### config.mk
export PLATFORM = sky130hd
export DESIGN_NAME = poly_datapath_flat
export DESIGN_NICKNAME = d
export VERILOG_FILES = /design/src/rtl/poly_pkg.sv /design/src/rtl/poly_datapath_if.sv /design/src/rtl/poly_alu.sv /design/src/rtl/poly_datapath.sv /design/src/flat_wrapper.sv
export SDC_FILE = /design/constraint.sdc
export NUM_CORES = 1
export LEC_CHECK = 0
export CORE_ASPECT_RATIO = 2
export CORE_MARGIN = 10
export CORE_UTILIZATION = 50
export CTS_BUF_LIST = sky130_fd_sc_hd__clkbuf_4 sky130_fd_sc_hd__clkbuf_8 sky130_fd_sc_hd__clkbuf_16
export CTS_CLUSTER_DIAMETER = 60
export DETAILED_ROUTE_END_ITERATION = 16
export PLACE_DENSITY = 0.72
export SLEW_MARGIN = 20
export SYNTH_ARGS = -nofsm -noshare
export SYNTH_HDL_FRONTEND = slang
export SYNTH_SLANG_ARGS = --single-unit
### constraint.sdc
create_clock -name clk -period 7.5 [get_ports clk]
set_clock_uncertainty 0.2 [all_clocks]
set_input_delay 0.75 -clock clk [delete_from_list [all_inputs] [get_ports clk]]
set_output_delay 0.75 -clock clk [all_outputs]
set_load 0.005 [all_outputs]
### src/rtl/poly_pkg.sv
// rtl/poly_pkg.sv - shared constants for the quadratic evaluator datapath
package poly_pkg;

  localparam int W_DEFAULT = 8;

  localparam logic [1:0] M0_ZERO = 2'b00;
  localparam logic [1:0] M0_A    = 2'b01;
  localparam logic [1:0] M0_B    = 2'b10;
  localparam logic [1:0] M0_C    = 2'b11;

  localparam logic [1:0] M1_M0   = 2'b00;
  localparam logic [1:0] M1_X    = 2'b01;
  localparam logic [1:0] M1_S    = 2'b10;
  localparam logic [1:0] M1_H    = 2'b11;

  localparam logic [1:0] M2_X    = 2'b00;
  localparam logic [1:0] M2_H    = 2'b01;
  localparam logic [1:0] M2_S    = 2'b10;
  localparam logic [1:0] M2_ZERO = 2'b11;

  localparam logic OP_ADD = 1'b0;
  localparam logic OP_MUL = 1'b1;

endpackage

### src/rtl/poly_datapath_if.sv
// rtl/poly_datapath_if.sv - controller strobes, operands and result handshake
interface poly_datapath_if import poly_pkg::*; #(parameter int W = W_DEFAULT);

  logic [W-1:0] x_in;
  logic [W-1:0] a_in;
  logic [W-1:0] b_in;
  logic [W-1:0] c_in;
  logic         H;
  logic         load_x;
  logic         load_s;
  logic         load_h;
  logic [1:0]   sel_m0;
  logic [1:0]   sel_m1;
  logic [1:0]   sel_m2;
  logic         done;
  logic [W-1:0] result;
  logic         result_ovf;
  logic         result_valid;
  logic         result_ready;
  logic         overrun;

  modport master (
    output x_in, a_in, b_in, c_in, H, load_x, load_s, load_h,
           sel_m0, sel_m1, sel_m2, done, result_ready,
    input  result, result_ovf, result_valid, overrun
  );

  modport slave (
    input  x_in, a_in, b_in, c_in, H, load_x, load_s, load_h,
           sel_m0, sel_m1, sel_m2, done, result_ready,
    output result, result_ovf, result_valid, overrun
  );

endinterface

### src/rtl/poly_alu.sv
// rtl/poly_alu.sv - unsigned add/multiply with overflow out of W bits
module poly_alu import poly_pkg::*; #(
  parameter int W = W_DEFAULT
) (
  input  logic [W-1:0] i_p,
  input  logic [W-1:0] i_q,
  input  logic         i_h,
  output logic [W-1:0] o_result,
  output logic         o_ovf
);

  logic [2*W-1:0] w_p_ext;
  logic [2*W-1:0] w_q_ext;
  logic [2*W-1:0] w_full;

  assign w_p_ext = {{W{1'b0}}, i_p};
  assign w_q_ext = {{W{1'b0}}, i_q};

  // Both ops evaluated at 2W so the upper half is the overflow indicator.
  assign w_full   = (i_h == OP_MUL) ? (w_p_ext * w_q_ext) : (w_p_ext + w_q_ext);
  assign o_result = w_full[W-1:0];
  assign o_ovf    = |w_full[2*W-1:W];

endmodule

### src/rtl/poly_datapath.sv
// rtl/poly_datapath.sv - operand/accumulator registers, muxes, ALU and result capture
module poly_datapath import poly_pkg::*; #(
  parameter int W = W_DEFAULT
) (
  input  logic             clk,
  input  logic             reset,
  poly_datapath_if.slave   bus
);

  logic [W-1:0] r_x, r_a, r_b, r_c, r_s, r_h;
  logic         r_ovf_acc;
  logic [W-1:0] r_result;
  logic         r_result_ovf;
  logic         r_result_valid;
  logic         r_overrun;

  logic [W-1:0] w_m0, w_p, w_q, w_alu;
  logic         w_alu_ovf;

  always_comb begin
    w_m0 = '0;
    case (bus.sel_m0)
      M0_A:    w_m0 = r_a;
      M0_B:    w_m0 = r_b;
      M0_C:    w_m0 = r_c;
      default: w_m0 = '0;
    endcase
  end

  always_comb begin
    w_p = '0;
    case (bus.sel_m1)
      M1_X:    w_p = r_x;
      M1_S:    w_p = r_s;
      M1_H:    w_p = r_h;
      default: w_p = w_m0;
    endcase
  end

  always_comb begin
    w_q = '0;
    case (bus.sel_m2)
      M2_X:    w_q = r_x;
      M2_H:    w_q = r_h;
      M2_S:    w_q = r_s;
      default: w_q = '0;
    endcase
  end

  poly_alu #(.W(W)) u_alu (
    .i_p      (w_p),
    .i_q      (w_q),
    .i_h      (bus.H),
    .o_result (w_alu),
    .o_ovf    (w_alu_ovf)
  );

  always_ff @(posedge clk or negedge reset) begin
    if (!reset) begin
      r_x            <= '0;
      r_a            <= '0;
      r_b            <= '0;
      r_c            <= '0;
      r_s            <= '0;
      r_h            <= '0;
      r_ovf_acc      <= 1'b0;
      r_result       <= '0;
      r_result_ovf   <= 1'b0;
      r_result_valid <= 1'b0;
      r_overrun      <= 1'b0;
    end else begin
      if (bus.load_x) begin
        r_x <= bus.x_in;
        r_a <= bus.a_in;
        r_b <= bus.b_in;
        r_c <= bus.c_in;
      end
      if (bus.load_s) r_s <= w_alu;
      if (bus.load_h) r_h <= w_alu;

      // A new evaluation starts clean; overflow from the overlapping step belongs to the old one.
      if (bus.load_x)
        r_ovf_acc <= 1'b0;
      else if (w_alu_ovf && (bus.load_s || bus.load_h))
        r_ovf_acc <= 1'b1;

      // Capture uses pre-edge reg_s/ovf_acc since the done cycle also rewrites reg_s.
      if (bus.done) begin
        r_result       <= r_s;
        r_result_ovf   <= r_ovf_acc;
        r_result_valid <= 1'b1;
        if (r_result_valid && !bus.result_ready) r_overrun <= 1'b1;
      end else if (r_result_valid && bus.result_ready) begin
        r_result_valid <= 1'b0;
      end
    end
  end

  assign bus.result       = r_result;
  assign bus.result_ovf   = r_result_ovf;
  assign bus.result_valid = r_result_valid;
  assign bus.overrun      = r_overrun;

endmodule
### src/flat_wrapper.sv
// flat-port wrapper written by rule: the top's interface ports become plain ports
module poly_datapath_flat import poly_pkg::*;
#(
  parameter int W = W_DEFAULT
)
  (clk, reset, bus_x_in, bus_a_in, bus_b_in, bus_c_in, bus_H, bus_load_x, bus_load_s, bus_load_h, bus_sel_m0, bus_sel_m1, bus_sel_m2, bus_done, bus_result_ready, bus_result, bus_result_ovf, bus_result_valid, bus_overrun);
  poly_datapath_if #(.W(W)) bus_i ();
  input  logic clk;
  input  logic reset;
  input wire logic [$bits(bus_i.x_in)-1:0] bus_x_in;
  input wire logic [$bits(bus_i.a_in)-1:0] bus_a_in;
  input wire logic [$bits(bus_i.b_in)-1:0] bus_b_in;
  input wire logic [$bits(bus_i.c_in)-1:0] bus_c_in;
  input wire logic [$bits(bus_i.H)-1:0] bus_H;
  input wire logic [$bits(bus_i.load_x)-1:0] bus_load_x;
  input wire logic [$bits(bus_i.load_s)-1:0] bus_load_s;
  input wire logic [$bits(bus_i.load_h)-1:0] bus_load_h;
  input wire logic [$bits(bus_i.sel_m0)-1:0] bus_sel_m0;
  input wire logic [$bits(bus_i.sel_m1)-1:0] bus_sel_m1;
  input wire logic [$bits(bus_i.sel_m2)-1:0] bus_sel_m2;
  input wire logic [$bits(bus_i.done)-1:0] bus_done;
  input wire logic [$bits(bus_i.result_ready)-1:0] bus_result_ready;
  output wire logic [$bits(bus_i.result)-1:0] bus_result;
  output wire logic [$bits(bus_i.result_ovf)-1:0] bus_result_ovf;
  output wire logic [$bits(bus_i.result_valid)-1:0] bus_result_valid;
  output wire logic [$bits(bus_i.overrun)-1:0] bus_overrun;
  assign bus_i.x_in = bus_x_in;
  assign bus_i.a_in = bus_a_in;
  assign bus_i.b_in = bus_b_in;
  assign bus_i.c_in = bus_c_in;
  assign bus_i.H = bus_H;
  assign bus_i.load_x = bus_load_x;
  assign bus_i.load_s = bus_load_s;
  assign bus_i.load_h = bus_load_h;
  assign bus_i.sel_m0 = bus_sel_m0;
  assign bus_i.sel_m1 = bus_sel_m1;
  assign bus_i.sel_m2 = bus_sel_m2;
  assign bus_i.done = bus_done;
  assign bus_i.result_ready = bus_result_ready;
  assign bus_result = bus_i.result;
  assign bus_result_ovf = bus_i.result_ovf;
  assign bus_result_valid = bus_i.result_valid;
  assign bus_overrun = bus_i.overrun;
  poly_datapath #(.W(W)) u_core (.clk(clk), .reset(reset), .bus(bus_i));
endmodule
Word-level counts from Yosys, hierarchy flattened --
Cells that the tools add are included.
Storage, ports and cells: flip-flop bits (word level) 60, bits in latches 0, bits in writable memories 0, bits in read-only memories 0, input bits 46, output and inout bits 11, memories kept 0
Operators by class: $add $sub $neg 1, multipliers 1, divide/modulo/power cells 0, magnitude comparators 0, eq/ne operators 8, shifts and indexed selects 0, multiplexer cells 8, bitwise operators 0, reductions and logical operators 10
Operators by type and width (count):
- $pmux W8 S3 | 3
- $mul A8 B8 Y16 | 1
- $mux W16 | 1
- $eq A2 B2 Y1 const B | 5
- $add A8 B8 Y9 | 1
- $reduce_or A8 Y1 | 1
- $eq A2 B1 Y1 const B | 3
- $mux W1 | 4
- $reduce_bool A2 Y1 | 2
- $logic_and A1 B1 Y1 | 3
- $logic_not A2 Y1 | 1
- $reduce_and A2 Y1 | 1
- $logic_not A1 Y1 | 1
- $logic_or A1 B1 Y1 | 1

Depth between registers and ports, before layout --
depth after elaboration 9, gate-level depth with buffers 23, depth with buffers taken out 21

By module --
Synthesis repeated with hierarchy kept, for this count alone.
Second synthesis, totals: cell total of the unflattened synthesis 517, area total of the unflattened synthesis 5323.9 µm²
By module, submodules not included:
- poly_datapath | instances 1, cells each 214, area an instance 2840.2 µm²
- poly_alu | instances 1, cells each 303, area an instance 2483.6 µm²

Least setup slack after synthesis --
OpenSTA, ideal clock, no wires.
path type input-to-reg, start input port bus_sel_m0[1], end register u_core.r_ovf_acc, data arrival time 5.797 ns, data required time 7.157 ns, path slack 1.360 ns, cell stages on the path 19, path through clkbuf_1 -> mux2i_1 -> a21oi_1 -> a222oi_1 -> nor2_1 -> fa_1 -> inv_1 -> fa_1 -> fa_1 -> fa_1 -> inv_1 -> ha_1 -> a21o_1 -> a211oi_2 -> a21oi_2 -> nor4b_1 -> a211oi_1 -> nor3_1 -> a311oi_1
On the way: cells in the longest elaborated chain, start to end 8
RTL lines:
- from (decl) | RTL line flat_wrapper.sv:18 | input wire logic [$bits(bus_i.sel_m0)-1:0] bus_sel_m0;
- $eq A2 B2 Y1 / $eq A2 B1 Y1 (equally long branches) | RTL line poly_datapath.sv:22 | case (bus.sel_m0)
- $pmux W8 S3 * | RTL line poly_datapath.sv:22
- $pmux W8 S3 * | RTL line poly_datapath.sv:32 | case (bus.sel_m1)
- $mul A8 B8 Y16 / $add A8 B8 Y9 (equally long branches) | RTL line poly_alu.sv:20 | assign w_full = (i_h == OP_MUL) ? (w_p_ext * w_q_ext) : (w_p_ext + w_q_ext);
- $mux W16 * | RTL line poly_alu.sv:20
- $reduce_or A8 Y1 * | RTL line poly_alu.sv:22 | assign o_ovf = |w_full[2*W-1:W];
- $logic_and A1 B1 Y1 * | RTL line poly_datapath.sv:84 | else if (w_alu_ovf && (bus.load_s || bus.load_h))
- $reduce_bool A2 Y1 (no source line) *
- to (signal assigned) | RTL line poly_datapath.sv:66 | r_ovf_acc <= 1'b0;
- to (signal assigned) | RTL line poly_datapath.sv:83 | r_ovf_acc <= 1'b0;
- to (signal assigned) | RTL line poly_datapath.sv:85 | r_ovf_acc <= 1'b1;
- to (decl) | RTL line poly_datapath.sv:11 | logic r_ovf_acc;
Mark *: on every way between the ends. The rest lies on a longest branch, timed or not. A chain may end at the register's enable or synchronous reset.

Final worst setup path --
start input port bus_sel_m0[0], end register u_core.r_ovf_acc
The elaborated chain is that of the path after synthesis.

==> flow_metrics.tcl <==
set metrics [dict create \
    run_status "completed" \
    worst_path_largest_cell_delay_ps 660 \
    worst_skew_pair.late_latency_ps 330 \
    antenna_found_initial 0 \
    criticalPathCategory "in2reg" \
    drt-vias-per-instance 5.54 \
    crit-reg2reg-launch "u_core.r_s[4]" \
    core-area_um2 10200 \
    syn_nets 681 \
    cts_buffers 9 \
    synth_top_area_frac 0.286 \
    pin_count_of_the_biggest_net_entering_global_routing 61 \
    dr_wl_met3_um 509 \
    vdd.ir_drop.worst_uv 228 \
    synth.largest_area_cell "dfrtp_1" \
    clock_sinks 60 \
    power_density_nw_per_um2 399 \
    power.switching_uw 1110 \
    total_power_uw 2500 \
    path_max_fanout 14 \
    max_slew.worst_pin.slew_ps 743 \
    area.growth.synth_to_final_pct 19.1 \
    track_usage 0.188 \
    post_layout_nonfiller_instances 749 \
    finalWorstPathRequiredPeriod_ps 6680 \
    grt_first_pass_wirelength_um 22400 \
    net_switching_share_of_the_total_power 0.445 \
    final-max-slew-violation-count 0 \
    detail_route.wl_per_cell_um 18.2 \
    port_buffers 56 \
    worstRegToRegCells 18 \
    intPower_uw 1390 \
    tritoncts "yes" \
    synth-seq-area-share 0.286 \
    die_h_um 165 \
    setup.worst_path.end_class "flop" \
    timing.critical_path.cells "clkdlybuf4s50_1 > o21ai_1 > a211oi_1 > a221oi_2 > inv_1 > ha_1 > inv_1 > fa_1 > fa_1 > fa_1 > fa_1 > inv_1 > ha_1 > nor3b_1 > nor4_1 > o21ai_1 > nor4b_1 > nand3_1 > nor3_1 > a311oi_1" \
    cts_root_buffer "clkbuf_16" \
    netlist_instances 554 \
    worstSetupStartpointType "input port" \
    layout.nets 737 \
    power_leakage_uw 0.00291 \
    final_area_um2 6250 \
    final_period_utilization 0.890 \
    n_antenna_cell 0 \
    crit_required_ps 7480 \
    syn-cell-area_um2 5250 \
    io-pin-count 57 \
    h-tree-depth 3 \
    drc 0 \
    synthDistinctLibCells 49 \
    synth_ff_type "dfrtp_1" \
    dr.pass1.iters 5 \
    drt.antenna.violating_nets 0 \
    die_width_um 92.5 \
    drv_cap 0 \
    post_cts_hold_buffer_count 0 \
    hold_path.startpoint "u_core.r_b[3]" \
    max_slew_margin 0.492 \
    fp-row-count 52 \
    post_synth_most_frequent_cells "inv_1 (84), nor2_1 (67), dfrtp_1 (60), mux2_2 (52), ha_1 (44)" \
    post_cts_resized 0 \
    slowest_stage "clkdlybuf4s50_1" \
    route.top_layer_used "met4" \
    synthesis.yosys.warnings 0 \
    timing.final.setup_violations 0 \
    grt_pass1_vias 4660 \
    synth.area.top_cells "dfrtp_1 (29%), fa_1 (14%), mux2_2 (11%)" \
    post_synth.cell_area_avg_um2 9.47 \
    max_freq_ghz 0.150 \
    synth_enable_flop_cells 0 \
    timing.critical_path.mode_cell "fa_1" \
    placement.setup.worst_slack_ps 532 \
    die_area_um2 15200 \
    critical_path_arrival_ps 6660 \
    layout-drive-gt1-share 0.140 \
    wl_met1_um 4520 \
    finalSetupTns_ps 0 \
    drt_wl_total_um 13600 \
    yosys.cell_count.top_type "inv_1" \
    grt_setup_unrepaired "false" \
    share_clk_of_total_power 0.165 \
    ys_ff_latch 60 \
    worstHoldPathType "reg2reg" \
    drtIter0Drc 204 \
    dpl.cell_count 734 \
    critical_path_buf_inv_count 4 \
    dr_total_vias 4150 \
    post-cts-setup-buffers 0 \
    floorplan.initialDensity 0.514 \
    clk_pin_slew_ps 50 \
    comb_power_share 0.649 \
    critPathTopFamily "adder cells" \
    place.gp.congestion 0.911 \
    worstHoldPathCells 1 \
    startpoint "bus_sel_m0[0]" \
    hold_violations 0 \
    detailroute.wirelength.met2_um 7800 \
    cts_max_path_buffers 2 \
    detailed_place.area_um2 5950 \
    path_depth 20 \
    grt_overflow_total 0 \
    p_seq_frac 0.187 \
    post-dp-hpwl_um 11500 \
    final_critical_path_setup_slack_ps 823 \
    synthArstFlopShare 1.00 \
]
==> final timing paths <==
| kind | endpoint | slack (ps) |
|---|---|---|
| hold / removal | u_core.r_b[3] | 300 |
| max in group asynchronous | u_core.r_ovf_acc | 6220 |
| setup reg to reg | u_core.r_ovf_acc | 1670 |
| min in group asynchronous | u_core.bus.result[3] | 360 |
| hold reg to reg | u_core.r_b[3] | 300 |
| setup / recovery | u_core.r_ovf_acc | 820 |
==> routing by layer <==
metal  global-route usage  up-vias
li1                     -     1964
met1                0.165     2038
met2                0.367      100
met3               0.0396       48
met4                0.120        0
met5                    0        -
==> registers in the layout (all words and copies together), names as in the netlist <==
name	count
u_core.r_h	8
u_core.bus.result_valid	1
u_core.r_x	8
u_core.bus.result	8
u_core.r_b	8
u_core.r_s	8
u_core.bus.result_ovf	1
u_core.bus.overrun	1
u_core.r_ovf_acc	1
u_core.r_c	8
u_core.r_a	8
==> stage by stage <==
step	utilization	hold slack [ps]
after global placement	0.583	252
after detailed placement	0.583	292
final	0.612	301
after global routing	0.612	332
after floorplan	-	254
after CTS	0.612	310
==> final cells by class <==
class	instances	area, um^2
repair buffers	65	623
well taps	135	169
clock buffers	11	253
fillers	895	3960
inverters	88	330
multi-input cells	386	3330
clock inverters	4	48.8
flip-flops and latches	60	1500
==> cell families (layout without fill, tap and decap cells) <==
logic type                 Yosys count  after routing  synth area share
and+or+nand+nor                    138            138             0.119
adders and majority gates           81             81             0.246
muxes                               68             68             0.143
xor gates and xnor gates             5              5           0.00834
buffers and inverters              108            168            0.0801
AOI/OAI and AO/OA                   94             94             0.118
DFF                                 60             60             0.286
==> power groups by stage <==
stage	clock network [uW]	registers [uW]	logic (uW)
floorplan	0	443	1220
global route	434	474	1840
detailed placement	0	472	1620
global placement	0	467	1560
CTS	419	466	1630
finish	411	466	1620
==> worst reg2reg max path: stages (launching register included) <==
cell      delay, ps
dfrtp_1         430
mux2_2          290
a221oi_2        470
inv_1           190
ha_1            300
inv_1           120
fa_1            420
fa_1            480
fa_1            520
fa_1            550
inv_1            40
ha_1            390
nor3b_1         180
nor4_1          290
o21ai_1         110
nor4b_1         290
nand3_1         110
nor3_1          180
a311oi_1        130
==> placed cells by master (no fill, tap or decap), drive strengths merged, types with 10 or more instances in the layout <==
cell type,Yosys,layout
a21oi,33,33
buf,8,10
clkbuf,12,11
clkdlybuf4s50,0,55
dfrtp,60,60
fa,37,37
ha,44,44
inv,88,88
mux2,54,54
mux2i,14,14
nand2,32,32
nor2,67,67
nor2b,14,14
o21ai,18,18
No activity file was read; power rests on OpenSTA's default activity.
